`config.mk`:
```
export PLATFORM = sky130hd
export DESIGN_NAME = fetch_queue_flat
export DESIGN_NICKNAME = d
export VERILOG_FILES = /design/src/rtl/fetch_queue_if.sv /design/src/rtl/fetch_queue.sv /design/src/flat_wrapper.sv
export SDC_FILE = /design/constraint.sdc
export NUM_CORES = 1
export LEC_CHECK = 0
export BUFFER_PORTS_ARGS = -buffer_cell sky130_fd_sc_hd__buf_4
export CAP_MARGIN = 20
export CORE_MARGIN = 2
export CORE_UTILIZATION = 30
export CTS_BUF_LIST = sky130_fd_sc_hd__clkbuf_4 sky130_fd_sc_hd__clkbuf_8 sky130_fd_sc_hd__clkbuf_16
export DETAILED_ROUTE_END_ITERATION = 8
export GPL_ROUTABILITY_DRIVEN = 0
export HOLD_SLACK_MARGIN = 0.15
export PLACE_DENSITY = 0.58
export SYNTH_ARGS = -nofsm -noshare
export SYNTH_HDL_FRONTEND = slang
export SYNTH_SLANG_ARGS = --single-unit
```
`constraint.sdc`:
```
create_clock -name clk -period 9.9 [get_ports clk]
set_input_delay 1.485 -clock clk [delete_from_list [all_inputs] [get_ports clk]]
set_output_delay 1.485 -clock clk [all_outputs]
set_load 0.03 [all_outputs]
```
`src/rtl/fetch_queue_if.sv`:
```
// rtl/fetch_queue_if.sv - fetch front end bus: imem request/response, redirect, decode channel
interface fetch_queue_if #(
  parameter int ADDR_W = 32,
  parameter int DATA_W = 32
);
  logic              imem_req_valid;
  logic [ADDR_W-1:0] imem_req_addr;
  logic              imem_req_ready;
  logic              imem_rsp_valid;
  logic [DATA_W-1:0] imem_rsp_data;
  logic              redirect_valid;
  logic [ADDR_W-1:0] redirect_pc;
  logic              dec_valid;
  logic [DATA_W-1:0] dec_instr;
  logic [ADDR_W-1:0] dec_pc;
  logic [ADDR_W-1:0] dec_pcplus4;
  logic              dec_ready;

  // The fetch unit itself
  modport master (
    output imem_req_valid, imem_req_addr,
    input  imem_req_ready, imem_rsp_valid, imem_rsp_data,
    input  redirect_valid, redirect_pc,
    output dec_valid, dec_instr, dec_pc, dec_pcplus4,
    input  dec_ready
  );

  // Memory, branch unit and decode as seen from outside
  modport slave (
    input  imem_req_valid, imem_req_addr,
    output imem_req_ready, imem_rsp_valid, imem_rsp_data,
    output redirect_valid, redirect_pc,
    input  dec_valid, dec_instr, dec_pc, dec_pcplus4,
    output dec_ready
  );
endinterface

```
`src/rtl/fetch_queue.sv`:
```
// rtl/fetch_queue.sv - decoupled instruction fetch: credit-limited requests, in-order response queue, redirect flush
module fetch_queue #(
  parameter int              ADDR_W   = 32,
  parameter int              DATA_W   = 32,
  parameter int              DEPTH    = 4,
  parameter logic [ADDR_W-1:0] RESET_PC = '0
) (
  input  logic              clk,
  input  logic              rst_n,
  fetch_queue_if.master     bus
);
  localparam int CNT_W = $clog2(DEPTH + 1);
  localparam int PTR_W = $clog2(DEPTH);

  typedef logic [CNT_W-1:0] cnt_t;
  typedef logic [PTR_W-1:0] ptr_t;

  localparam logic [CNT_W:0] DEPTH_C = (CNT_W + 1)'(DEPTH);

  logic [ADDR_W-1:0] fetch_pc_q, fetch_pc_d;
  // PC of the next response that will be kept; responses return in order and all
  // kept in-flight requests are sequential from here, so one register replaces a PC FIFO.
  logic [ADDR_W-1:0] rsp_pc_q, rsp_pc_d;
  cnt_t              count_q, count_d;
  cnt_t              inflight_q, inflight_d;
  cnt_t              drop_q, drop_d;
  ptr_t              head_q, head_d;
  ptr_t              tail_q, tail_d;

  logic [DATA_W-1:0] instr_mem [DEPTH];
  logic [ADDR_W-1:0] pc_mem    [DEPTH];

  logic              credit_ok;
  logic              req_valid;
  logic              req_fire;
  logic              rsp_fire;
  logic              dropping;
  logic              push;
  logic              dec_valid;
  logic              pop;
  logic [ADDR_W-1:0] redirect_aligned;
  logic              unused_redirect_lsbs;

  assign unused_redirect_lsbs = &{1'b0, bus.redirect_pc[1:0]};

  // Request and queue control decodes
  always_comb begin
    credit_ok        = ({1'b0, count_q} + {1'b0, inflight_q}) < DEPTH_C;
    req_valid        = rst_n & ~bus.redirect_valid & credit_ok;
    req_fire         = req_valid & bus.imem_req_ready;
    rsp_fire         = bus.imem_rsp_valid & (inflight_q != '0);
    dropping         = rsp_fire & (drop_q != '0);
    push             = rsp_fire & ~dropping & ~bus.redirect_valid;
    dec_valid        = rst_n & (count_q != '0);
    pop              = dec_valid & bus.dec_ready & ~bus.redirect_valid;
    redirect_aligned = {bus.redirect_pc[ADDR_W-1:2], 2'b00};
  end

  // Next-state: normal fetch/push/pop, then redirect overrides queue and fetch state
  always_comb begin
    fetch_pc_d = fetch_pc_q;
    rsp_pc_d   = rsp_pc_q;
    head_d     = head_q;
    tail_d     = tail_q;
    drop_d     = drop_q;
    inflight_d = inflight_q + cnt_t'(req_fire) - cnt_t'(rsp_fire);
    count_d    = count_q + cnt_t'(push) - cnt_t'(pop);
    if (req_fire) fetch_pc_d = fetch_pc_q + ADDR_W'(4);
    if (dropping) drop_d = drop_q - cnt_t'(1);
    if (push) begin
      tail_d   = tail_q + ptr_t'(1);
      rsp_pc_d = rsp_pc_q + ADDR_W'(4);
    end
    if (pop) head_d = head_q + ptr_t'(1);
    if (bus.redirect_valid) begin
      // Everything still outstanding after this edge belongs to the old path.
      count_d    = '0;
      head_d     = '0;
      tail_d     = '0;
      fetch_pc_d = redirect_aligned;
      rsp_pc_d   = redirect_aligned;
      drop_d     = inflight_d;
    end
  end

  // Control state registers with synchronous reset
  always_ff @(posedge clk) begin
    if (!rst_n) begin
      fetch_pc_q <= RESET_PC;
      rsp_pc_q   <= RESET_PC;
      count_q    <= '0;
      inflight_q <= '0;
      drop_q     <= '0;
      head_q     <= '0;
      tail_q     <= '0;
    end else begin
      fetch_pc_q <= fetch_pc_d;
      rsp_pc_q   <= rsp_pc_d;
      count_q    <= count_d;
      inflight_q <= inflight_d;
      drop_q     <= drop_d;
      head_q     <= head_d;
      tail_q     <= tail_d;
    end
  end

  // Queue storage: instruction and its PC written together at the tail
  always_ff @(posedge clk) begin
    if (rst_n && push) begin
      instr_mem[tail_q] <= bus.imem_rsp_data;
      pc_mem[tail_q]    <= rsp_pc_q;
    end
  end

  assign bus.imem_req_valid = req_valid;
  assign bus.imem_req_addr  = fetch_pc_q;
  assign bus.dec_valid      = dec_valid;
  assign bus.dec_instr      = instr_mem[head_q];
  assign bus.dec_pc         = pc_mem[head_q];
  assign bus.dec_pcplus4    = pc_mem[head_q] + ADDR_W'(4);
endmodule

```
`src/flat_wrapper.sv`:
```
// flat-port wrapper written by rule: the top's interface ports become plain ports
module fetch_queue_flat 
#(
  parameter int              ADDR_W   = 32,
  parameter int              DATA_W   = 32,
  parameter int              DEPTH    = 4,
  parameter logic [ADDR_W-1:0] RESET_PC = '0
)
  (clk, rst_n, bus_imem_req_valid, bus_imem_req_addr, bus_imem_req_ready, bus_imem_rsp_valid, bus_imem_rsp_data, bus_redirect_valid, bus_redirect_pc, bus_dec_valid, bus_dec_instr, bus_dec_pc, bus_dec_pcplus4, bus_dec_ready);
  fetch_queue_if #(.ADDR_W(ADDR_W), .DATA_W(DATA_W)) bus_i ();
  input  logic clk;
  input  logic rst_n;
  output wire logic [$bits(bus_i.imem_req_valid)-1:0] bus_imem_req_valid;
  output wire logic [$bits(bus_i.imem_req_addr)-1:0] bus_imem_req_addr;
  input wire logic [$bits(bus_i.imem_req_ready)-1:0] bus_imem_req_ready;
  input wire logic [$bits(bus_i.imem_rsp_valid)-1:0] bus_imem_rsp_valid;
  input wire logic [$bits(bus_i.imem_rsp_data)-1:0] bus_imem_rsp_data;
  input wire logic [$bits(bus_i.redirect_valid)-1:0] bus_redirect_valid;
  input wire logic [$bits(bus_i.redirect_pc)-1:0] bus_redirect_pc;
  output wire logic [$bits(bus_i.dec_valid)-1:0] bus_dec_valid;
  output wire logic [$bits(bus_i.dec_instr)-1:0] bus_dec_instr;
  output wire logic [$bits(bus_i.dec_pc)-1:0] bus_dec_pc;
  output wire logic [$bits(bus_i.dec_pcplus4)-1:0] bus_dec_pcplus4;
  input wire logic [$bits(bus_i.dec_ready)-1:0] bus_dec_ready;
  assign bus_imem_req_valid = bus_i.imem_req_valid;
  assign bus_imem_req_addr = bus_i.imem_req_addr;
  assign bus_i.imem_req_ready = bus_imem_req_ready;
  assign bus_i.imem_rsp_valid = bus_imem_rsp_valid;
  assign bus_i.imem_rsp_data = bus_imem_rsp_data;
  assign bus_i.redirect_valid = bus_redirect_valid;
  assign bus_i.redirect_pc = bus_redirect_pc;
  assign bus_dec_valid = bus_i.dec_valid;
  assign bus_dec_instr = bus_i.dec_instr;
  assign bus_dec_pc = bus_i.dec_pc;
  assign bus_dec_pcplus4 = bus_i.dec_pcplus4;
  assign bus_i.dec_ready = bus_dec_ready;
  fetch_queue #(.ADDR_W(ADDR_W), .DATA_W(DATA_W), .DEPTH(DEPTH), .RESET_PC(RESET_PC)) u_core (.clk(clk), .rst_n(rst_n), .bus(bus_i));
endmodule
```
==> Word level (Yosys, flattened, before mapping) <==
Memories as Yosys holds them, arrays and structs flattened. A register that Yosys moved wholly into a read port is not among the register bits.
Cells that the tools add are included.
{ "totals": {"reg_bits": 77, "ramBits": 256, "in_bits": 70, "output_inout_bits": 130, "wordCells": 56, "mem_count": 2} }
{ "memory_table": {"columns": ["name", "depth", "word_bits", "rd", "rd_clocked_by_memory_dff", "wr", "line_no", "source"], "rows": [
  ["u_core.instr_mem", 4, 32, 1, 1, 1, "fetch_queue.sv:30", "logic [DATA_W-1:0] instr_mem [DEPTH];"],
  ["u_core.pc_mem", 4, 32, 1, 1, 1, "fetch_queue.sv:31", "logic [ADDR_W-1:0] pc_mem [DEPTH];"]
]} }
{ "classes": {"add_sub_neg": 11, "n_lt_le_gt_ge": 1, "n_mux": 12, "bitwise": 13, "reduce_logical": 8} }
{ "ops": {"columns": ["operator", "count"], "rows": [
  ["$mux W32", 4],
  ["$add A32 B3 Y32 const B", 3],
  ["$and A1 B1 Y1", 10],
  ["$reduce_bool A3 Y1", 3],
  ["$mux W2", 4],
  ["$add A3 B1 Y3", 2],
  ["$mux W3", 2],
  ["$reduce_bool A2 Y1", 3],
  ["$sub A3 B1 Y3", 2],
  ["$add A2 B1 Y2 const B", 2],
  ["$add A3 B3 Y4", 1],
  ["$lt A4 B3 Y1 const B", 1],
  ["$not A1 Y1", 3],
  ["$sub A3 B1 Y3 const B", 1],
  ["$mux W1", 2],
  ["$reduce_or A2 Y1", 1],
  ["$logic_and A1 B1 Y1", 1]
]} }

==> Depth between registers and ports, before layout <==
Gate-level depths: netlist (run 1).
{ "logic_depth": {"word_depth": 9, "mapped_depth": 12, "depth_no_buf": 11} }

==> Worst setup path after synthesis (run 1) <==
OpenSTA, ideal clock, no wires.
{ "synth_timing": {"path_type": "input to output", "startpoint": "in rst_n", "endpoint": "out bus_dec_valid", "arrival_ps": 2620, "t_required_ps": 8415, "path_slack_ps": 5795, "cell_stages": 5, "path_buffers": 3, "cell_sequence": "clkbuf_1 inv_1 clkbuf_1 clkbuf_1 nor2_1"} }
{ "synth_between": {"elab_chain_len": 1} }
{ "synth_lines": {"columns": ["item", "line_no", "source"], "rows": [
  ["start: declaration", "flat_wrapper.sv:12", "input logic rst_n;"],
  ["$and A1 B1 Y1", "fetch_queue.sv:54", "dec_valid = rst_n & (count_q != '0);"],
  ["end: declaration", "flat_wrapper.sv:20", "output wire logic [$bits(bus_i.dec_valid)-1:0] bus_dec_valid;"]
]} }
No other way between the ends.

==> results of run 1 <==
[tightest hold or removal path, stage by stage (launching register included)]
cell and delay (ns):
dfxtp_1 0.33, o21ai_0 0.08, a21oi_1 0.06
[per-stage QoR]
stage	total power (µW)	area, µm²
2_1_floorplan	1800	13900
3_3_place_gp	1930	15900
3_5_place_dp	1940	15900
4_1_cts	3240	17000
5_1_grt	3330	17000
6_report	3200	17000
[cells by family after synthesis]
kind of cell / count (synthesis) / synth area share
flip-flops: 323 / 0.646
multiplexers: 65 / 0.104
XOR/XNOR: 65 / 0.0411
buffers and inverters: 72 / 0.0250
adder cells (fa/ha/maj): 17 / 0.0164
AND/OR/NAND/NOR: 243 / 0.107
AO/OA/AOI/OAI: 139 / 0.0596
other: 1 / 0.000271
[cell usage in the layout (no fill, tap or decap), types with 4 or more instances in the layout]
cell type,Yosys,final
a211oi_1,10,10
a21oi_1,44,44
a31oi_1,23,23
and2_1,7,7
and3_1,20,16
and3_2,2,6
and4_1,9,9
and4_4,4,4
buf_4,8,203
clkbuf_16,0,35
clkbuf_4,0,8
clkinv_1,0,4
clkinv_2,0,6
conb_1,1,6
dfxtp_1,75,73
edfxtp_1,248,248
ha_1,15,15
inv_1,23,22
mux4_2,59,59
nand2_1,54,54
nand3_1,27,27
nand4_1,20,20
nor2_1,40,40
nor3_1,12,12
nor4_1,5,5
nor4_4,5,5
o21ai_0,40,40
or3_1,4,4
or4_1,5,5
xnor2_1,26,26
xor2_1,39,39
[final timing paths]
| kind | endpoint | start | slack [ns] | depth (start not counted) |
|---|---|---|---|---|
| max | bus_dec_pcplus4[22] | flop | 4.40 | 8 |
| min | u_core.tail_q[1] | u_core.tail_q[1] | 0.52 | 2 |
| max reg2reg | u_core.drop_q[2] | u_core.inflight_q[1] | 6.74 | 12 |
| min reg2reg | u_core.tail_q[1] | u_core.tail_q[1] | 0.52 | 2 |
[report_power, final]
| part | total (µW) | leakage, µW | switching [µW] | internal [µW] |
|---|---|---|---|---|
| clock | 1290 | 0.000571 | 520 | 772 |
| sequential | 1550 | 0.00287 | 43.4 | 1510 |
| combinational | 356 | 0.00247 | 219 | 136 |
| total | 3200 | 0.00591 | 783 | 2420 |
[routing by layer]
metal	vias to the layer above	share of wire	wire length, µm
met4	0	0.016	522
met2	297	0.45	15000
li1	4005	-	-
met5	-	0	0
met1	4291	0.47	15600
met3	43	0.062	2070
[area by class of cell]
type / instances / area [µm²] / share of cell area
Timing Repair Buffer: 203 / 1520 / 0.0894
Tap cell: 600 / 751 / 0.0441
Multi-Input combinational cell: 535 / 4580 / 0.269
Clock buffer: 45 / 963 / 0.0565
Inverter: 23 / 86.3 / 0.00507
Clock inverter: 19 / 186 / 0.0109
Sequential cell: 323 / 8950 / 0.525
[sequential cells by signal, summed over array words and instances (netlist names), named ones only]
register,cells
u_core.pc_mem,120
u_core.instr_mem,128
u_core.rsp_pc_q,30
u_core.bus.imem_req_addr,30
u_core.tail_q,2
u_core.drop_q,3
u_core.inflight_q,3
u_core.head_q,2
u_core.count_q,3
==> impl_metrics.ini, run 1 <==
[run_status]
status = finished, final reports clean

[power]
p_per_area_nw_per_um2 = 188
p_leak_uw = 0.00591
ir_drop_mv = 0.117

[clocking]
root_buffer = clkbuf_16
postCtsHoldBufs = 0
cts_tree = built
clkLatencyLatePin_ns = 0.52
cts_setup_buffers = 0
cts_buffer_depth = 3
clock-sinks = 323
htree_levels = 2
path_clk_slew_ns = 0.06
cts_buffers = 35
postCtsResizedCells = 0

[layout]
post-route-util = 0.375
synthToLayoutAreaGrowth_pct = 23.1
nets = 1208
fillerInstances = 4381
post_layout_nonfiller_instances = 1748
n_antenna_cell = 0
drive_gt1_frac = 0.310

[global_route]
grt_max_degree = 63
gr-usage-met1 = 0.199
grt_first_pass_wirelength_mm = 50.7
grt_usage = 0.138
met3_usage = 0.0247
grt_pass1_vias = 8652
use_met2 = 0.216
overflow = 0
antenna_found_initial = 0
grt_most_used_layer = met2

[run]
cap_violations = 0

[synth]
ys_top_cells_by_area = edfxtp_1 54%, dfxtp_1 11%, mux4_2 9.6%
synth_common_cells = 248 x edfxtp_1, 75 x dfxtp_1, 59 x mux4_2, 54 x nand2_1, 44 x a21oi_1
synth_flop_cell = edfxtp_1
synthArstFlopShare = 0
synth_seq_cells = 323
synth-edff-count = 248
synth_area_um2 = 13800
yosys_warnings = 0
yosysTopAreaCell = edfxtp_1
yosysTopAreaCellShare = 0.538
netlist_instances = 925
synth-seq-area-share = 0.646
synth_area_per_cell_um2 = 15.0
ys_types = 66
yosysMostFrequentCell = edfxtp_1

[worst_setup_path]
crit_top_cell = buf_4
crit_chain = buf_4, mux4_1, ha_1, and3_2, nand3_2, nor3_1, xor2_1, buf_4
critPathMaxStageDelay_ns = 0.73
critPathSlowestCell = dfxtp_4
critical_path_arrival_ns = 4.01
cp.required_ns = 8.42
path_buf_inv = 2
worstSetupEndpointType = output pin
worstPathMaxFanout = 35
cp-start-kind = flop
cp_top_family = simple AND/OR/NAND/NOR gates
critPathKind = flop to output pin

[timing]
fmax_mhz = 182
holdWs_ns = 0.522
max_slew_margin = 0.346
layout_min_cycle_time_ns = 5.50
setup_viol = 0
max_slew.worst_pin.slew_ns = 0.981
period_share = 0.556
slew_viol_final = 0
finalHoldViolCount = 0
fin_skew_ns = 0.0222
rsz0062_at_grt = false
setup_tns_ns = 0
fin_ws_ns = 4.40

[drt]
drtIter0Drc = 544
dr.pass1.iters = 4
wl_per_cell_um = 19.0
drc = 0
ant_nets = 0
viasPerCell = 4.94
vias = 8636
wl_mm = 33.1

[floorplanning]
core_um2 = 45500
die_w_um = 219
die_area_um2 = 47900
ios = 200
die_h_um = 219
start_util = 0.305
rows = 78

[place]
io_buffers = 191
dp.cells = 1684
place_ws_ns = 4.84
dp_hpwl_mm = 21.7

[hold_path]
min_path_type = flop to flop
No activity file was read; power rests on OpenSTA's default activity.
==> run 2, diff against run 1 <==
clock period = 5.5 ns   (was 9.9 ns; I/O delays follow)
==> impl_metrics.ini, run 2 (synthesis gave the netlist of run 1 again) <==
[power]
p_per_area_nw_per_um2 = 339
ir_drop_mv = 0.169
finalPower_uw = 5790
p_leak_uw = 0.00593

[hold_path]
hold_depth = 1
min_path_type = input pin to flop
holdPathEnd = u_core.instr_mem[1][3]
min_from = bus_imem_rsp_data[3]

[clocking]
cts_setup_buffers = 0
postCtsResizedCells = 0
cts_buffer_depth = 3
clkLatencyLatePin_ns = 0.52
htree_levels = 2
path_clk_slew_ns = 0.06
cts_buffers = 35
cts_tree = built
root_buffer = clkbuf_16
clock-sinks = 323
postCtsHoldBufs = 0

[global_route]
grt_max_degree = 63
grt_first_pass_wirelength_mm = 51.0
grt_pass1_vias = 8617
overflow = 0
grt_usage = 0.139
antenna_found_initial = 0

[worst_setup_path]
critPathKind = flop to output pin
worstPathMaxFanout = 33
crit_chain = mux4_1, ha_1, and3_2, nand3_2, nor3_1, xor2_1, buf_4
r2r_cells = 12
r2r_end = u_core.drop_q[2]
r2r-start = u_core.inflight_q[1]
reg2reg_slack_ns = 2.31
worstSetupEndpointType = output pin
path_buf_inv = 1
critPathSlowestCell = dfxtp_4
cp-start-kind = flop
cp_top_family = simple AND/OR/NAND/NOR gates
cp.required_ns = 4.68
critical_path_arrival_ns = 3.37
critPathMaxStageDelay_ns = 0.79

[layout]
n_antenna_cell = 0
post_layout_nonfiller_instances = 1749
nets = 1210
largest_reg_flops = 128
synthToLayoutAreaGrowth_pct = 23.3
reg.largest.list = u_core.instr_mem x128, u_core.pc_mem x120
fillerInstances = 4391
post-route-util = 0.375
drive_gt1_frac = 0.306
regArea_um2 = 8950
most-common-layout-cells = 248 x edfxtp_1, 205 x buf_4, 73 x dfxtp_1
regMostFlops = u_core.instr_mem
final_common_cell = edfxtp_1
multiInputGateArea_um2 = 4580

[timing]
setup_viol = 0
max_slew_margin = 0.348
period_share = 0.763
max_slew.worst_pin.slew_ns = 0.979
finalHoldViolCount = 0
slew_viol_final = 0
setup_tns_ns = 0
fmax_mhz = 238
fin_skew_ns = 0.0152
rsz0062_at_grt = false
layout_min_cycle_time_ns = 4.20
fin_ws_ns = 1.30

[floorplanning]
rows = 78
die_h_um = 219
die_area_um2 = 47900
core_um2 = 45500
die_w_um = 219
ios = 200
start_util = 0.305

[place]
dp_hpwl_mm = 22.2
dp.cells = 1686
io_buffers = 191
place_ws_ns = 1.74

[drt]
dr.pass1.iters = 5
wl_per_cell_um = 19.3
ant_nets = 0
vias = 8582
viasPerCell = 4.91
wl_mm = 33.7
drtIter0Drc = 549
drc = 0

[run_status]
status = finished, final reports clean

[run]
cap_violations = 0
-- run 2: worst max path at each step --
stage	start	end	slack, ns	cells after the start
6_report	flop	bus_dec_pcplus4[22]	1.30	7
5_1_grt	flop	bus_dec_pcplus4[22]	1.01	7
4_1_cts	flop	bus_dec_pcplus4[22]	1.18	7
3_5_place_dp	flop	bus_dec_pcplus4[22]	1.74	7
3_3_place_gp	flop	bus_dec_pcplus4[18]	1.79	7
2_1_floorplan	flop	bus_dec_pcplus4[28]	2.07	8
-- run 2: final cells by class --
class                      count  area share
sequential                   323       0.524
multi-input combinational    535       0.268
timing repair buffer         205      0.0901
clock buffer                  46      0.0586
tap                          600      0.0440
clock inverter                17     0.00975
inverter                      23     0.00506
-- run 2: metrics by stage --
step / hold slack [ns] / area (µm²)
after CTS: 0.486 / 17100
after global routing: 0.491 / 17100
after floorplan: 0.469 / 13900
after detailed placement: 0.516 / 15900
final: 0.514 / 17100
after global placement: 0.504 / 15900
-- run 2: worst register-to-register path, delay by kind of cell (launching register included) --
family	cells	cell delay [ns]
DFF	1	0.44
adders and majority gates	3	0.87
buffers and inverters	3	0.77
xor gates and xnor gates	2	0.34
AOI/OAI and AO/OA	2	0.47
and+or+nand+nor	2	0.19
-- run 2: where the power goes --
| group | switching (µW) | total [µW] | internal (µW) |
|---|---|---|---|
| clock network | 927 | 2350 | 1420 |
| registers | 78.6 | 2800 | 2720 |
| logic | 396 | 643 | 246 |
-- run 2: layer usage --
metal	vias to the layer above	routed length (µm)	GRT usage
met5	-	0	0
met2	274	15100	0.218
met3	43	2110	0.0259
met1	4273	15900	0.198
met4	0	661	0.0372
li1	3992	-	-
==> run 3, diff against run 2 <==
clock period = 4 ns   (was 5.5 ns; I/O delays follow)
==> impl_metrics.ini, run 3 (synthesis gave the netlist of run 1 again) <==
[power]
combPwrFrac = 0.116
finalPower_uw = 7730
switchingPower_uw = 1910
ir_drop_mv = 0.251
p_clk_frac = 0.387
p_leak_uw = 0.00594
swShare = 0.247
power.internal_uw = 5820
p_per_area_nw_per_um2 = 452
sequentialPowerShare = 0.497

[place]
dp_hpwl_mm = 23.2
io_buffers = 191
place_ws_ns = 0.805

[layout]
synthToLayoutAreaGrowth_pct = 23.4
reg.largest.list = u_core.instr_mem x128, u_core.pc_mem x120
most-common-layout-cells = 248 x edfxtp_1, 206 x buf_4, 73 x dfxtp_1
post-route-util = 0.376
final_common_cell = edfxtp_1
regMostFlops = u_core.instr_mem
drive_gt1_frac = 0.311
n_antenna_cell = 0
largest_reg_flops = 128
nets = 1216

[worst_setup_path]
critPathKind = flop to output pin
cp_top_family = multiplexers
critical_path_arrival_ns = 3.08
worstSetupEndpointType = output pin
cp.required_ns = 3.40
worstPathMaxFanout = 15
path_buf_inv = 2
cp-start-kind = flop
r2r-start = u_core.inflight_q[1]
crit_chain = buf_4, mux4_1, and4_4, nand3_2, nor3_1, xor2_1, buf_4
critPathMaxStageDelay_ns = 0.72
crit_top_cell = buf_4
critPathSlowestCell = mux4_1

[floorplanning]
die_h_um = 219
die_w_um = 219
die_area_um2 = 47900
core_um2 = 45500
rows = 78
ios = 200
start_util = 0.305

[global_route]
grt_max_degree = 63
grt_usage = 0.138
overflow = 0
grt_pass1_vias = 8577
antenna_found_initial = 0
grt_first_pass_wirelength_mm = 50.8

[timing]
max_slew_margin = 0.462
max_slew.worst_pin.slew_ns = 0.805
layout_min_cycle_time_ns = 3.68
holdWs_ns = 0.292
setup_tns_ns = 0
rsz0062_at_grt = false
fin_skew_ns = 0.0233
period_share = 0.920
finalHoldViolCount = 0
fin_ws_ns = 0.320
setup_viol = 0
fmax_mhz = 272
slew_viol_final = 0

[clocking]
postCtsHoldBufs = 0
cts_setup_buffers = 0
path_clk_slew_ns = 0.06
postCtsResizedCells = 0
cts_buffers = 35
clock-sinks = 323
cts_buffer_depth = 3
cts_tree = built
clkLatencyLatePin_ns = 0.52
root_buffer = clkbuf_16
htree_levels = 2

[drt]
vias = 8616
ant_nets = 0
drc = 0
dr.pass1.iters = 4
wl_mm = 33.3
viasPerCell = 4.91
wl_per_cell_um = 19.0
drtIter0Drc = 638

[run_status]
status = finished, final reports clean

[hold_path]
min_from = bus_imem_rsp_data[0]
min_path_type = input pin to flop

[run]
cap_violations = 0
-- run 3: per-layer routing --
layer | up-vias | global-route usage | part of all wire
li1 | 4010 | - | -
met1 | 4270 | 0.196 | 0.46
met2 | 294 | 0.217 | 0.45
met3 | 42 | 0.0273 | 0.069
met4 | 0 | 0.0338 | 0.018
met5 | - | 0 | 0
-- run 3: final timing paths --
kind | end | slack, ns | cells after the start
min | u_core.instr_mem[2][0] | 0.29 | 1
max | bus_dec_pcplus4[22] | 0.32 | 7
min reg2reg | u_core.tail_q[1] | 0.52 | 2
max reg2reg | u_core.drop_q[2] | 1.30 | 11
-- run 3: cell type report --
class / instances / area (µm²)
timing repair buffer: 211 / 1650
fill: 4354 / 28400
multi-input combinational: 535 / 4580
clock inverter: 16 / 93.8
inverter: 23 / 86.3
sequential: 323 / 8950
tap: 600 / 751
clock buffer: 47 / 983
-- run 3: worst reg2reg max path: cells and delay by family, from the launching register on --
kind / cells / cell delay, ns
buffers and inverters: 2 / 0.11
AOI/OAI and AO/OA: 1 / 0.14
DFF: 1 / 0.36
xor gates and xnor gates: 2 / 0.35
and+or+nand+nor: 3 / 0.82
adders and majority gates: 3 / 0.81
-- run 3: power groups by stage --
stage	clock network (µW)	logic [µW]	registers, µW
final	2990	895	3840
after global routing	3200	981	3860
after CTS	3080	908	3840
after detailed placement	0	903	3910
after global placement	0	890	3910
after floorplan	0	547	3920
-- run 3: per-stage QoR --
step,std cells,area (µm²)
6_report,1755,17100
5_1_grt,1755,17100
4_1_cts,1755,17100
3_5_place_dp,1692,16000
3_3_place_gp,1692,16000
2_1_floorplan,930,13900
